<file path="config.mk">
export PLATFORM = sky130hd
export DESIGN_NAME = mem_arbiter
export DESIGN_NICKNAME = d
export VERILOG_FILES = /design/src/rtl/mem_arbiter.sv
export SDC_FILE = /design/constraint.sdc
export NUM_CORES = 1
export LEC_CHECK = 0
export ABC_AREA = 1
export CORE_MARGIN = 10
export CORE_UTILIZATION = 38
export DETAILED_ROUTE_END_ITERATION = 16
export PLACE_DENSITY = 0.88
export SLEW_MARGIN = 15
export SYNTH_ARGS = -nofsm -noshare
export SYNTH_HDL_FRONTEND = slang
export SYNTH_SLANG_ARGS = --single-unit
</file>
<file path="constraint.sdc">
create_clock -name clk -period 3.8 [get_ports clk]
set_input_delay 0.38 -clock clk [delete_from_list [all_inputs] [get_ports clk]]
set_output_delay 0.38 -clock clk [all_outputs]
set_load 0.03 [all_outputs]
</file>
<file path="src/rtl/mem_arbiter.sv">
// mem_arbiter
//   Shares one external memory port between instruction fetch (requester 0,
//   read-only) and the data port (requester 1, read/write). One requester is
//   granted at a time. The memory port is driven only from registered copies
//   of the owner's address, write data and write enable. Each access holds
//   the port for MEM_LATENCY cycles and then issues a one-cycle ready pulse
//   to the owner.
//
//   Build option:
//     MEM_ARB_RR_EN  When defined, two simultaneous requests alternate
//                    between the requesters using a last_owner bit.
//                    When undefined, the data port always wins a tie.
//
//   Ports:
//     clk, rst_async                   clock, async active-high reset
//     if_req, if_addr                  fetch request and address
//     if_ready, if_rdata               fetch completion pulse and read data
//     d_req, d_we, d_addr, d_wdata     data request, store flag, address, data
//     d_ready, d_rdata                 data completion pulse and load data
//     mem_active, mem_we               memory access strobe and write enable
//     mem_addr, mem_wdata, mem_rdata   memory address, write and read data
//     busy                             arbiter is not idle
//
//   state  | meaning
//   IDLE   | no access in flight; waiting to grant a requester
//   ACCESS | memory port driven from the latched request; cnt counts down
//   DONE   | owner's ready pulse; requests ignored, returns to IDLE

module mem_arbiter #(
  parameter int MEM_LATENCY = 1,
  parameter int ADDR_W      = 20,
  parameter int DATA_W      = 32
) (
  input  logic              clk,
  input  logic              rst_async,
  input  logic              if_req,
  input  logic [ADDR_W-1:0] if_addr,
  output logic              if_ready,
  output logic [DATA_W-1:0] if_rdata,
  input  logic              d_req,
  input  logic              d_we,
  input  logic [ADDR_W-1:0] d_addr,
  input  logic [DATA_W-1:0] d_wdata,
  output logic              d_ready,
  output logic [DATA_W-1:0] d_rdata,
  output logic              mem_active,
  output logic              mem_we,
  output logic [ADDR_W-1:0] mem_addr,
  output logic [DATA_W-1:0] mem_wdata,
  input  logic [DATA_W-1:0] mem_rdata,
  output logic              busy
);

  if (MEM_LATENCY < 1 || MEM_LATENCY > 15) begin : g_bad_latency
    $fatal(1, "mem_arbiter: MEM_LATENCY must be 1..15");
  end

  localparam logic [3:0] CNT_INIT = 4'(MEM_LATENCY - 1);

  typedef enum logic [1:0] {
    IDLE   = 2'd0,
    ACCESS = 2'd1,
    DONE   = 2'd2
  } state_t;

  state_t            state;
  state_t            state_nxt;
  logic [3:0]        cnt;
  logic              owner_q;   // 1 = data port, 0 = fetch
  logic              we_q;
  logic [ADDR_W-1:0] addr_q;
  logic [DATA_W-1:0] wdata_q;
  logic              any_req;
  logic              grant_d;

`ifdef MEM_ARB_RR_EN
  logic last_owner;   // 1 = data port was granted last

  // On a tie the requester that did not win last time is granted.
  assign grant_d = d_req && (!if_req || !last_owner);
`else
  assign grant_d = d_req;
`endif

  assign any_req = if_req || d_req;

  always_ff @(posedge clk or posedge rst_async) begin
    if (rst_async) begin
      state <= IDLE;
    end else begin
      state <= state_nxt;
    end
  end

  always_comb begin
    state_nxt = state;
    case (state)
      IDLE:    if (any_req) state_nxt = ACCESS;
      ACCESS:  if (cnt == 4'd0) state_nxt = DONE;
      DONE:    state_nxt = IDLE;
      default: state_nxt = IDLE;
    endcase
  end

  // Strobes decode from the async-reset state so they drop with reset.
  always_comb begin
    mem_active = 1'b0;
    mem_we     = 1'b0;
    if_ready   = 1'b0;
    d_ready    = 1'b0;
    busy       = (state != IDLE);
    case (state)
      ACCESS: begin
        mem_active = 1'b1;
        mem_we     = we_q;
      end
      DONE: begin
        if_ready = !owner_q;
        d_ready  = owner_q;
      end
      default: ;
    endcase
  end

  always_ff @(posedge clk or posedge rst_async) begin
    if (rst_async) begin
      cnt      <= 4'd0;
      owner_q  <= 1'b0;
      we_q     <= 1'b0;
      addr_q   <= '0;
      wdata_q  <= '0;
      if_rdata <= '0;
      d_rdata  <= '0;
`ifdef MEM_ARB_RR_EN
      last_owner <= 1'b0;
`endif
    end else begin
      case (state)
        IDLE: begin
          if (any_req) begin
            owner_q <= grant_d;
            we_q    <= grant_d && d_we;
            addr_q  <= grant_d ? d_addr : if_addr;
            wdata_q <= grant_d ? d_wdata : '0;
            cnt     <= CNT_INIT;
`ifdef MEM_ARB_RR_EN
            last_owner <= grant_d;
`endif
          end
        end
        ACCESS: begin
          if (cnt != 4'd0) begin
            cnt <= cnt - 4'd1;
          end else if (!we_q) begin
            if (owner_q) d_rdata  <= mem_rdata;
            else         if_rdata <= mem_rdata;
          end
        end
        default: ;
      endcase
    end
  end

  assign mem_addr  = addr_q;
  assign mem_wdata = wdata_q;

endmodule

</file>
* After elaboration in Yosys (flattened, before gate mapping) *
Cells that the tools add are included.

operators by class
  add/sub/neg operators = 1
  equal/unequal tests = 5
  multiplexer cells = 12
  bitwise operators = 3
  reduce and logical (&&, ||, !) cells = 13

operators with widths
  cell                                                                 number
  32-bit 2-to-1 mux                                                    1
  20-bit 2-to-1 mux                                                    1
  4-bit 2-to-1 mux                                                     2
  4-bit case mux with 2 select lines                                   1
  4-bit AND reduction                                                  2
  2-bit inequality test (second input constant)                        3
  4-bit logical NOT                                                    1
  1-bit 2-to-1 mux                                                     4
  2-bit 2-to-1 mux                                                     2
  2-bit case mux with 2 select lines                                   1
  2-bit AND reduction                                                  2
  2-bit nonzero test                                                   2
  4-bit nonzero test                                                   1
  4-bit by 1-bit subtractor with 4-bit output (second input constant)  1
  1-bit NOT                                                            3
  3-bit AND reduction                                                  1
  2-bit by 1-bit == test with 1-bit output (second input constant)     1
  2-bit == test (second input constant)                                1
  2-bit logical NOT                                                    1
  1-bit logical AND                                                    1
  1-bit logical NOT                                                    1
  1-bit logical OR                                                     1

word-level totals
  register bits after elaboration = 124
  bits of input ports = 109
  logic and storage cells = 42

* Logic depth before layout (Yosys ltp) *
Gate-level depths: netlist (run 1).

  depth after elaboration = 3
  gate-level depth with buffers = 8

* Worst setup path before layout (run 1) *
Ideal clock, no wire load.

  kind = register to output
  start = reg owner_q
  end = out d_ready
  data arrival time = 1147 ps
  slack = 2273 ps
  cell stages (with the launch flop) = 3
  cell sequence = dfrtp_1 inv_1 nor3_1

between the ends
  longest elaborated chain between the ends = 1

RTL lines
  what                    line  text
  from (decl)             69    logic owner_q;
  from (signal assigned)  141   owner_q <= grant_d;
  1-bit 2-to-1 mux        112   case (state)
  to (decl)               44    output logic d_ready,

No other way between the ends.

* Final worst setup path (run 1) *
  start = reg state[0]
  end = out busy

between the ends
  longest elaborated chain between the ends = 1

RTL lines
  what                    line  text
  from (decl)             66    state_t state;
  from (signal assigned)  91    state <= state_nxt;
  2-bit nonzero test      111   busy = (state != IDLE);
  to (decl)               51    output logic busy

No other way between the ends.

==> results.py, run 1 <==
metrics = {
    "floorplanning": {
        "die_area_mm2": 0.0189,
        "die_w_um": 138,
        "core_mm2": 0.0134,
        "start_util": 0.392,
        "io_pins": 230,
        "die_y_um": 138,
        "rows": 42,
    },
    "clocking": {
        "cts_tree": "yes",
        "holdBufCountCts": 0,
        "cts_max_path_buffers": 2,
        "cts-resized-gates": 0,
        "cts_buffers": 17,
        "clockRootBuffer": "clkbuf_16",
        "htree_num_levels": 4,
        "clkTransAtPathRegs_ps": 60,
        "clock_sink_count": 124,
        "insertion_delay_ps": 410,
        "post-cts-setup-buffer-count": 0,
    },
    "global_routing": {
        "antenna_found_initial": 0,
        "grt_util_all_layers": 0.177,
        "grt_pass1_vias": 5025,
        "grt_pass1_wl_um": 25900,
        "grt_max_degree": 76,
        "grt_overflow": 0,
    },
    "routing": {
        "wirelength_um": 17000,
        "wire_per_inst_um": 16.9,
        "drt_iter0_drc": 304,
        "drt_first_pass_iters": 5,
        "ant_nets": 0,
        "via_per_inst": 4.88,
        "vias": 4900,
        "drc_errors": 0,
    },
    "cells_and_area": {
        "multiInputGateArea_mm2": 0.00181,
        "layout_common_cells": "nand2_1, clkdlybuf4s50_1, dfrtp_1",
        "antenna_cells": 0,
        "mostFrequentLayoutCell": "nand2_1",
        "fin_area_mm2": 0.00820,
        "num-fill-cells": 1087,
        "regArea_mm2": 0.00310,
        "final_nets": 926,
        "drive_gt1_frac": 0.0616,
        "syn_to_final_growth_pct": 56.3,
    },
    "sta": {
        "period_share": 0.606,
        "fmax_ghz": 0.435,
        "setup_tns_ps": 0,
        "tightest_slew_ps": 724,
        "finalHoldViolCount": 0,
        "rsz0062_at_grt": "false",
        "skew_ps": 3.74,
        "maxSlewHeadroom": 0.517,
        "setup_viol": 0,
        "fin_crit_ps": 2300,
        "drv_slew": 0,
    },
    "status": {
        "status": "finished clean",
    },
    "yosys": {
        "async_flop_share": 1.00,
        "syn_nets": 709,
        "syn_area_per_cell_um2": 8.78,
        "ys_types": 24,
        "synth_flop_cell": "dfrtp_1",
        "ys_warn_count": 0,
        "ys_seq_elements": 124,
        "synth_area_mm2": 0.00525,
        "synth_cells": 598,
        "ys_seq_area_frac": 0.591,
        "synth_edf_count": 0,
    },
    "critical_path": {
        "required_ps": 3420,
        "arrival_ps": 1920,
        "worstSetupStartpointType": "flip-flop",
        "crit_type": "reg2out",
        "cp_max_fo": 12,
        "end_kind": "primary output",
    },
    "power_and_ir_drop": {
        "p_leak_nw": 3.84,
        "switching_share": 0.447,
        "p_int_mw": 4.59,
        "pwr-share-seq": 0.283,
        "vdd_drop_max_uv": 526,
        "switchingPower_mw": 3.72,
        "clkPwrFrac": 0.200,
        "powerDensity_mw_per_mm2": 1010,
        "pwr-share-comb": 0.517,
    },
    "job": {
        "max-cap-violations": 0,
    },
    "place": {
        "dpl_cell_area_mm2": 0.00759,
        "globalplace.congestion": 0.790,
        "io_buffers": 229,
        "hpwl_um": 12500,
    },
    "worst_hold_path": {
        "hold_path_class": "in2async",
    },
}
## power groups by stage
stage	logic (mW)	clock network, mW	registers (mW)
floorplan	1.33	0	3.53
global placement	4.25	0	2.33
detailed placement	4.34	0	2.36
CTS	4.36	1.69	2.35
global route	4.64	1.74	2.42
finish	4.30	1.66	2.35
## path summary, 6_finish.rpt
| check | from | to | slack [ps] | cells after the start |
|---|---|---|---|---|
| setup / recovery | state[0]$_DFFE_PP0P_ | busy | 1500 | 3 |
| hold / removal | rst_async | mem_wdata[18]$_DFFE_PP0P_ | 450 | 2 |
| setup reg to reg | cnt[0]$_DFFE_PP0P_ | d_rdata[5]$_DFFE_PP0P_ | 1630 | 6 |
| hold reg to reg | mem_wdata[12]$_DFFE_PP0P_ | mem_wdata[12]$_DFFE_PP0P_ | 470 | 2 |
| max in group asynchronous | rst_async | mem_wdata[16]$_DFFE_PP0P_ | 2460 | 3 |
| min in group clk | mem_wdata[12]$_DFFE_PP0P_ | mem_wdata[12]$_DFFE_PP0P_ | 470 | 2 |
## synthesized netlist by cell type, types with 2 or more instances
cell type / number / area, µm²
nand2_2: 2 / 12.5
nor2_8: 2 / 40.0
dfrtp_1: 124 / 3100
nand2_4: 2 / 22.5
inv_1: 29 / 109
nor2_1: 7 / 26.3
nand3_1: 36 / 180
buf_4: 3 / 22.5
nor3_1: 2 / 10.0
buf_6: 7 / 78.8
o21ai_1: 2 / 10.0
buf_2: 6 / 30.0
ha_1: 2 / 25.0
nand2_1: 238 / 893
clkbuf_1: 15 / 56.3
clkbuf_2: 7 / 35.0
o21ai_0: 107 / 536
## metal layers
| layer | global-route usage | vias up | routed length (µm) |
|---|---|---|---|
| met5 | 0 | - | 0 |
| met4 | 0.0708 | 0 | 337 |
| met3 | 0.102 | 23 | 2610 |
| met2 | 0.268 | 249 | 7440 |
| met1 | 0.201 | 2287 | 6620 |
| li1 | - | 2341 | - |
## cells by family after synthesis
logic type               Yosys count  synth area share
adder cells (fa/ha/maj)            2           0.00477
AND/OR/NAND/NOR                  293             0.232
XOR/XNOR                           1           0.00167
flip-flops                       124             0.591
buffers and inverters             68            0.0644
AO/OA/AOI/OAI                    110             0.106
## metrics by stage
stage | hold WS [ps] | instances | power, mW | util | worst slack [ps]
3_3_place_gp | 453 | 972 | 6.58 | 0.567 | 1690
4_1_cts | 463 | 1004 | 8.40 | 0.612 | 1420
6_report | 448 | 1004 | 8.31 | 0.612 | 1500
3_5_place_dp | 459 | 972 | 6.69 | 0.567 | 1660
5_1_grt | 492 | 1004 | 8.80 | 0.612 | 1390
2_1_floorplan | 497 | 598 | 4.86 | - | 121
## cell type report
class,instances,share of cell area
Tap cell,176,0.0268
Multi-Input combinational cell,406,0.221
Clock buffer,19,0.0540
Timing Repair Buffer,236,0.285
Inverter,30,0.0143
Clock inverter,13,0.0201
Sequential cell,124,0.378
## critical path, stage by stage (launching register included)
cell and delay, ps:
dfrtp_1 440, nor2_4 380, inv_1 80, clkdlybuf4s50_1 610
## registers in the layout, summed over array words and instances, names as in the netlist
name,flops
state,2
cnt,4
if_rdata,32
we_q,1
mem_wdata,32
d_rdata,32
mem_addr,20
owner_q,1
Power figures use the tool's default switching activity.
==> run 2: changes to the inputs <==
- clock period: 3.8 -> 2 ns (I/O delays scaled with it)
==> run 2 against run 1 <==
  * Die area stayed put
  * Critical endpoint unchanged
  * Critical path depth is the same
  * Clock-buffer cell count up 4
  * Largest power group unchanged
  * Global-route usage fell by 0.37 points
  * Highest routed layer unchanged
  * Combinational power rose by 93%
  * Final cell count grew 0.60%
  * Flip-flop and latch count unchanged
  * Register-to-register slack worse by 1400 ps
  * Core utilization is 0.79 points higher
==> results.py, run 2 (synthesized netlist as in run 1, its figures left out) <==
metrics = {
    "global_routing": {
        "grt_max_degree": 73,
        "grt_overflow": 0,
        "grt_util_all_layers": 0.173,
        "antenna_found_initial": 0,
        "grt_pass1_vias": 4804,
        "grt_pass1_wl_um": 25500,
    },
    "floorplanning": {
        "rows": 42,
        "core_mm2": 0.0134,
        "start_util": 0.392,
        "die_area_mm2": 0.0189,
        "die_y_um": 138,
        "io_pins": 230,
        "die_w_um": 138,
    },
    "routing": {
        "ant_nets": 0,
        "via_per_inst": 4.85,
        "wirelength_um": 16800,
        "drt_first_pass_iters": 5,
        "wl_met1_um": 6610,
        "wl_met2_um": 7480,
        "top_layer": "met4",
        "drc_errors": 0,
        "vias": 4902,
        "wire_per_inst_um": 16.7,
        "met3_length_um": 2430,
        "drt_iter0_drc": 237,
    },
    "sta": {
        "skew_ps": 8.24,
        "fin_crit_ps": 1860,
        "tightest_slew_ps": 560,
        "drv_slew": 0,
        "setup_tns_ps": 0,
        "rsz0062_at_grt": "false",
        "setup_viol": 0,
        "maxSlewHeadroom": 0.626,
        "fmax_ghz": 0.538,
        "period_share": 0.930,
        "finalHoldViolCount": 0,
    },
    "cells_and_area": {
        "drive_gt1_frac": 0.0659,
        "layout_common_cells": "nand2_1, clkdlybuf4s50_1, dfrtp_1",
        "syn_to_final_growth_pct": 58.3,
        "final_nets": 934,
        "num-fill-cells": 1085,
        "antenna_cells": 0,
        "mostFrequentLayoutCell": "nand2_1",
    },
    "clocking": {
        "clockRootBuffer": "clkbuf_16",
        "clock_sink_count": 124,
        "cts_buffers": 17,
        "clkTransAtPathRegs_ps": 50,
        "cts_tree": "yes",
        "insertion_delay_ps": 410,
        "cts_max_path_buffers": 2,
        "htree_num_levels": 4,
        "post-cts-setup-buffer-count": 0,
    },
    "critical_path": {
        "crit_end": "busy",
        "required_ps": 1800,
        "r2r_slack_ps": 230,
        "crit_type": "reg2out",
        "startpoint": "state[0]$_DFFE_PP0P_",
        "worstSetupStartpointType": "flip-flop",
        "end_kind": "primary output",
        "cp_max_fo": 4,
        "reg2reg_from": "cnt[0]$_DFFE_PP0P_",
        "arrival_ps": 1660,
        "ff2ff_path_depth": 6,
        "r2r-end": "if_rdata[18]$_DFFE_PP0P_",
    },
    "power_and_ir_drop": {
        "powerDensity_mw_per_mm2": 1900,
        "p_leak_nw": 3.92,
        "vdd_drop_max_uv": 1010,
        "post-layout-total-power_mw": 15.8,
    },
    "job": {
        "max-cap-violations": 0,
    },
    "status": {
        "status": "finished clean",
    },
    "place": {
        "hpwl_um": 12600,
        "globalplace.congestion": 0.806,
        "io_buffers": 229,
    },
    "worst_hold_path": {
        "hold_path_class": "in2reg",
    },
}
## run 2: cell count changes in the layout (fill, tap and decap cells not counted), sizes merged
cell,before,now
buf,8,16
clkbuf,19,23
clkdlybuf4s50,228,224
dlygate4sd2,0,4
inv,33,29
clkinvlp,4,1
clkinv,3,4
## run 2: worst min path at each step
stage / depth (start not counted) / start / slack [ps] / endpoint
floorplan: 2 / mem_rdata[30] / 320 / d_rdata[30]$_DFFE_PP0P_
global placement: 2 / mem_wdata[26]$_DFFE_PP0P_ / 450 / mem_wdata[26]$_DFFE_PP0P_
detailed placement: 2 / mem_wdata[19]$_DFFE_PP0P_ / 460 / mem_wdata[19]$_DFFE_PP0P_
CTS: 4 / d_req / 170 / cnt[3]$_DFFE_PP0P_
global route: 4 / d_req / 180 / cnt[3]$_DFFE_PP0P_
finish: 4 / d_req / 180 / cnt[3]$_DFFE_PP0P_
## run 2: critical path: stages (launching register included)
cell	delay [ps]
dfrtp_1	430
nor2_4	170
inv_1	50
clkdlybuf4s50_1	600
## run 2: final cells by class
class	count	area, µm²	area share
flip-flops and latches	124	3100	0.373
multi-input cells	406	1810	0.218
clock inverters	7	114	0.0137
well taps	176	220	0.0265
clock buffers	23	478	0.0575
repair buffers	244	2460	0.296
inverters	30	119	0.0143
## run 2: power breakdown
part           switching [mW]  leakage [nW]  internal [mW]
logic                    5.23          2.09           3.06
registers               0.661          1.54           3.77
clock network            1.05         0.293           2.04
total                    6.94          3.92           8.87
## run 2: routing by layer
layer	vias up	track usage
met4	0	0.0679
met5	-	0
met1	2273	0.205
met2	250	0.259
met3	21	0.0921
li1	2358	-
## run 2: timing repair
item / CTS / global route
endpoints found under the setup margin: 4 / 1
hold buffers: 0 / 0
resized for setup: 4 / 1
## run 2: through the flow
step           worst slack, ps   util  std cells  hold WS, ps  instance area (µm²)
2_1_floorplan              275      -        598          317                 5250
3_3_place_gp               256  0.576        980          453                 7720
3_5_place_dp               186  0.576        980          457                 7720
4_1_cts                    102  0.620       1010          167                 8310
5_1_grt                   48.3  0.620       1010          181                 8310
6_report                   141  0.620       1010          178                 8310
==> run 3: changes to the inputs <==
- GPL_ROUTABILITY_DRIVEN: unset -> 0
==> results of run 3 <==
No change in the layout: final DEF, timing and power equal those of run 2.
==> RTL edit 1 (settings of run 1) <==
Set the parameter `DATA_W` to 48 (it was 32).
--- a/src/rtl/mem_arbiter.sv
+++ b/src/rtl/mem_arbiter.sv
@@ -29,7 +29,7 @@
 module mem_arbiter #(
   parameter int MEM_LATENCY = 1,
   parameter int ADDR_W      = 20,
-  parameter int DATA_W      = 32
+  parameter int DATA_W      = 48
 ) (
   input  logic              clk,
   input  logic              rst_async,
Ports: changed (5 resized); port bits go from 230 to 310. The function was not compared with the original's and may differ.
==> RTL edit 1 against run 1 <==
Wire length rose by 36%; non-clock buffer count rose by 81; sequential cell count rose by 48; design area rose by 33%; setup slack improved by 97 ps; sequential share of layout area rose by 1.7 points; combinational power rose by 39%; power rose by 31%; register-to-register slack improved by 110 ps; fmax rose by 4.4%; area after synthesis rose by 36%; highest routed layer unchanged.
==> RTL edit 1: results (changes against run 1) <==
GRT
  • Met2 Usage GRT: 29.90% (+3.1 points)
  • Largest net degree at the start of global routing: 173 (+130%)
  • Met3 Usage GRT: 8.297% (-1.9 points)
  • Vias in the first global route: 6646 (+32%)
  • Total GRT Usage: 18.30% (+0.61 points)
  • GRT met1 Usage: 21.23% (+1.1 points)

STA
  • Setup Skew: 15.26 ps (+11.52 ps)
  • Worst-Margin Slew: 1073 ps (+349.1 ps)

Clock network
  • Reg clk slew, reported paths: 60 ps (about the same)
  • Num CTS Buffers: 17 (unchanged)

Placed design
  • HPWL after DPL: 16910 um (+35%)
  • Routability Congestion: 0.8097 (+2.5%)
  • Buffers added on ports: 309 (+35%)

Setup path
  • Worst setup path endpoint: if_ready
  • Critical path startpoint: state[0]$_DFFE_PP0P_
  • Crit Path Max Fanout: 4 (-8)
  • FF-to-FF End: d_rdata[40]$_DFFE_PP0P_

Pwr
  • Net load switching power: 5.098 mW (+37%)
  • Leak: 5.065 nW (+32%)
  • Worst VDD drop: 0.0005162 V (-1.9%)

Status
  • Run status: complete, no violations

Layout
  • Layout cells sized above 1: 6.540% (+0.38 points)
  • Layout net count: 1231 (+33%)

Drt
  • Final wirelength: 23090 um (+36%)

Worst hold path
  • Hold crit path type: input port to register

Logic synthesis
  • Synth top area cells: dfrtp_1, nand2_1, o21ai_0
  • Post-synthesis sequential area ratio: 60.20% (+1.1 points)
  • Synthesized netlist net count: 949 (+34%)
  • Unique masters post-synth: 23 (-4.2%)
  • Top-count cell post-synth: nand2_1
  • Synth async-reset ratio: 100.0% (unchanged)
RTL edit 1: layer usage:
| layer | up-vias | part of all wire (%) | routed length [um] |
|---|---|---|---|
| met5 | - | 0 | 0 |
| met1 | 3114 | 38 | 8882 |
| met4 | 0 | 1.7 | 383 |
| met2 | 328 | 48 | 11020 |
| met3 | 27 | 12 | 2806 |
| li1 | 3140 | - | - |
RTL edit 1: through the flow:
step	cell area [um^2]	worst slack [ps]	power, mW	cells	hold WS, ps
2_1_floorplan	7153	1223	6.720	806	491.0
3_3_place_gp	10330	1830	9.151	1303	452.7
3_5_place_dp	10330	1773	9.324	1303	457.0
4_1_cts	10880	1536	10.99	1335	272.0
5_1_grt	10880	1471	11.56	1335	306.1
6_report	10880	1595	10.88	1335	291.5
RTL edit 1: area by class of cell:
cell class	instances	area [um^2]	area share [%]
repair buffers	317	3161	29.05
inverters	30	118.9	1.092
multi-input cells	550	2452	22.54
flip-flops and latches	172	4304	39.56
clock inverters	13	108.9	1.000
clock buffers	19	442.9	4.071
well taps	234	292.8	2.691
RTL edit 1: cell families (layout without fill, tap and decap cells):
family,Yosys count,count (layout),synth area share (%)
buf+inv,84,379,5.670
flops,172,172,60.20
simple gates,405,405,23.66
compound gates,142,142,9.993
xor+xnor,1,1,0.1225
fa+ha+maj,2,2,0.3500
RTL edit 1: worst max-delay path, stage by stage (launching register included):
cell and delay, ps:
dfrtp_1 440, nor3_1 250, clkdlybuf4s50_1 730
RTL edit 1: power groups by stage:
stage	Clock, mW	Sequential, mW	Combinational [mW]
floorplan	0	4.92	1.80
global route	1.75	3.35	6.45
CTS	1.68	3.25	6.07
global placement	0	3.24	5.92
finish	1.65	3.25	5.98
detailed placement	0	3.27	6.05
==> RTL edit 2 (config.mk and constraints of run 1) <==
Without the edit above. Re-encode `state_t` (3 states) as one-hot, 3 bits wide.
--- a/src/rtl/mem_arbiter.sv
+++ b/src/rtl/mem_arbiter.sv
@@ -57,10 +57,10 @@
 
   localparam logic [3:0] CNT_INIT = 4'(MEM_LATENCY - 1);
 
-  typedef enum logic [1:0] {
-    IDLE   = 2'd0,
-    ACCESS = 2'd1,
-    DONE   = 2'd2
+  typedef enum logic [2:0] {
+    IDLE   = 3'b001,
+    ACCESS = 3'b010,
+    DONE   = 3'b100
   } state_t;
 
   state_t            state;
Function: same outputs for any inputs over 10 cycles, from zero or initial values and one cycle with rst_async high; not proved beyond that.
==> RTL edit 2 against run 1 <==
Area after synthesis shrank 0.41%; sequential cell count increased by 1; power shrank 3.1%; setup slack got worse by 68 ps; design area grew 0.46%; wire length down 2.7%; sequential share of layout area is 0.15 points higher; critical path type unchanged.
==> RTL edit 2: results (changes against run 1) <==
GRT
  • Vias in the first global route: 4826 (-4.0%)
  • Largest net degree at the start of global routing: 81 (+6.6%)
  • First-pass GRT wire length: 25600 um (-1.1%)
  • Total GRT Usage: 17.30% (-0.39 points)
  • GRT met1 Usage: 19.59% (-0.51 points)
  • Met2 Usage GRT: 27.94% (+1.1 points)

Status
  • Run status: complete, no violations

Setup path
  • R2R Setup Slk: 1660 ps (+30 ps)
  • Arrival time at the worst endpoint: 1990 ps (+70 ps)
  • Crit Path Max Fanout: 4 (-8)
  • Critical path startpoint: state[0]$_DFFE_PP1P_

Layout
  • FILL cells: 1148 (+5.6%)
  • Layout cells sized above 1: 8.859% (+2.7 points)

Placed design
  • Placed inst area: 7631 um^2 (+0.48%)
  • HPWL after DPL: 11970 um (-4.1%)

Logic synthesis
  • Unique masters post-synth: 19 (-21%)
  • Synth Area in Adders: 0.4788% (+0.0019 points)
  • Synth Area in XOR/XNOR: 0.1676% (+0.00068 points)
  • Complex-gate fraction of the synthesized area: 4.022% (-6.5 points)
  • Most frequent cells after synthesis: nand2_1, dfrtp_1, nand3_1, o21ai_0, o21ai_1
  • Post-synthesis sequential area ratio: 59.88% (+0.74 points)
  • Synth top area cells: dfrtp_1, nand2_1, nand3_1

Drt
  • Routed wire per std cell: 16.55 um (-2.3%)
  • Final wirelength: 16550 um (-2.7%)
  • Via density: 4.852 (-0.58%)

Pwr
  • Worst VDD drop: 0.0006100 V (+16%)

STA
  • Relative slew margins: 52.35% (+0.61 points)
  • Setup Skew: 7.993 ps (+4.254 ps)
## RTL edit 2: layout make-up
| cell class | count | area share (%) |
|---|---|---|
| clock inverter | 13 | 2.019 |
| sequential | 125 | 37.97 |
| clock buffer | 19 | 5.375 |
| tap | 176 | 2.672 |
| timing repair buffer | 237 | 28.85 |
| inverter | 13 | 0.6225 |
| multi-input combinational | 417 | 22.49 |
## RTL edit 2: path summary, 6_finish.rpt
path | to | cells past startpoint
worst max-delay path | busy | 4
worst min-delay path | mem_wdata[30]$_DFFE_PP0P_ | 2
worst max register to register | if_rdata[21]$_DFFE_PP0P_ | 7
worst min register to register | d_rdata[8]$_DFFE_PP0P_ | 2
max in group asynchronous | mem_addr[15]$_DFFE_PP0P_ | 3
min in group clk | d_rdata[8]$_DFFE_PP0P_ | 2
## RTL edit 2: layer usage
| layer | part of all wire (%) | wire length, um | vias up |
|---|---|---|---|
| met1 | 39 | 6418 | 2263 |
| met4 | 2.0 | 337 | 0 |
| li1 | - | - | 2346 |
| met3 | 12 | 1918 | 23 |
| met5 | 0 | 0 | - |
| met2 | 48 | 7874 | 220 |
## RTL edit 2: stage by stage
step / hold slack [ps] / setup WS, ps / utilization (%)
after detailed placement: 457.7 / 1652 / 57.17
after global placement: 452.5 / 1770 / 57.17
after CTS: 471.2 / 1412 / 61.74
after floorplan: 471.4 / 94.07 / -
final: 450.6 / 1431 / 61.74
after global routing: 489.0 / 1328 / 61.74
## RTL edit 2: power by group
| part | total (mW) | leakage (nW) | switching, mW | internal (mW) |
|---|---|---|---|---|
| clock | 1.65 | 0.295 | 0.598 | 1.05 |
| combinational | 4.04 | 2.05 | 2.51 | 1.53 |
| sequential | 2.36 | 1.53 | 0.381 | 1.98 |
| total | 8.05 | 3.88 | 3.49 | 4.56 |
## RTL edit 2: cell families (layout without fill, tap and decap cells)
kind of cell | Yosys count | in the layout
and+or+nand+nor | 372 | 372
DFF | 125 | 125
buffers and inverters | 50 | 282
AOI/OAI and AO/OA | 42 | 42
adders and majority gates | 2 | 2
xor gates and xnor gates | 1 | 1
## RTL edit 2: worst max-delay path: stages, from the launching register on
cell	delay [ps]
dfstp_2	530
inv_2	40
nor2_1	170
nand2_1	160
clkdlybuf4s50_1	670
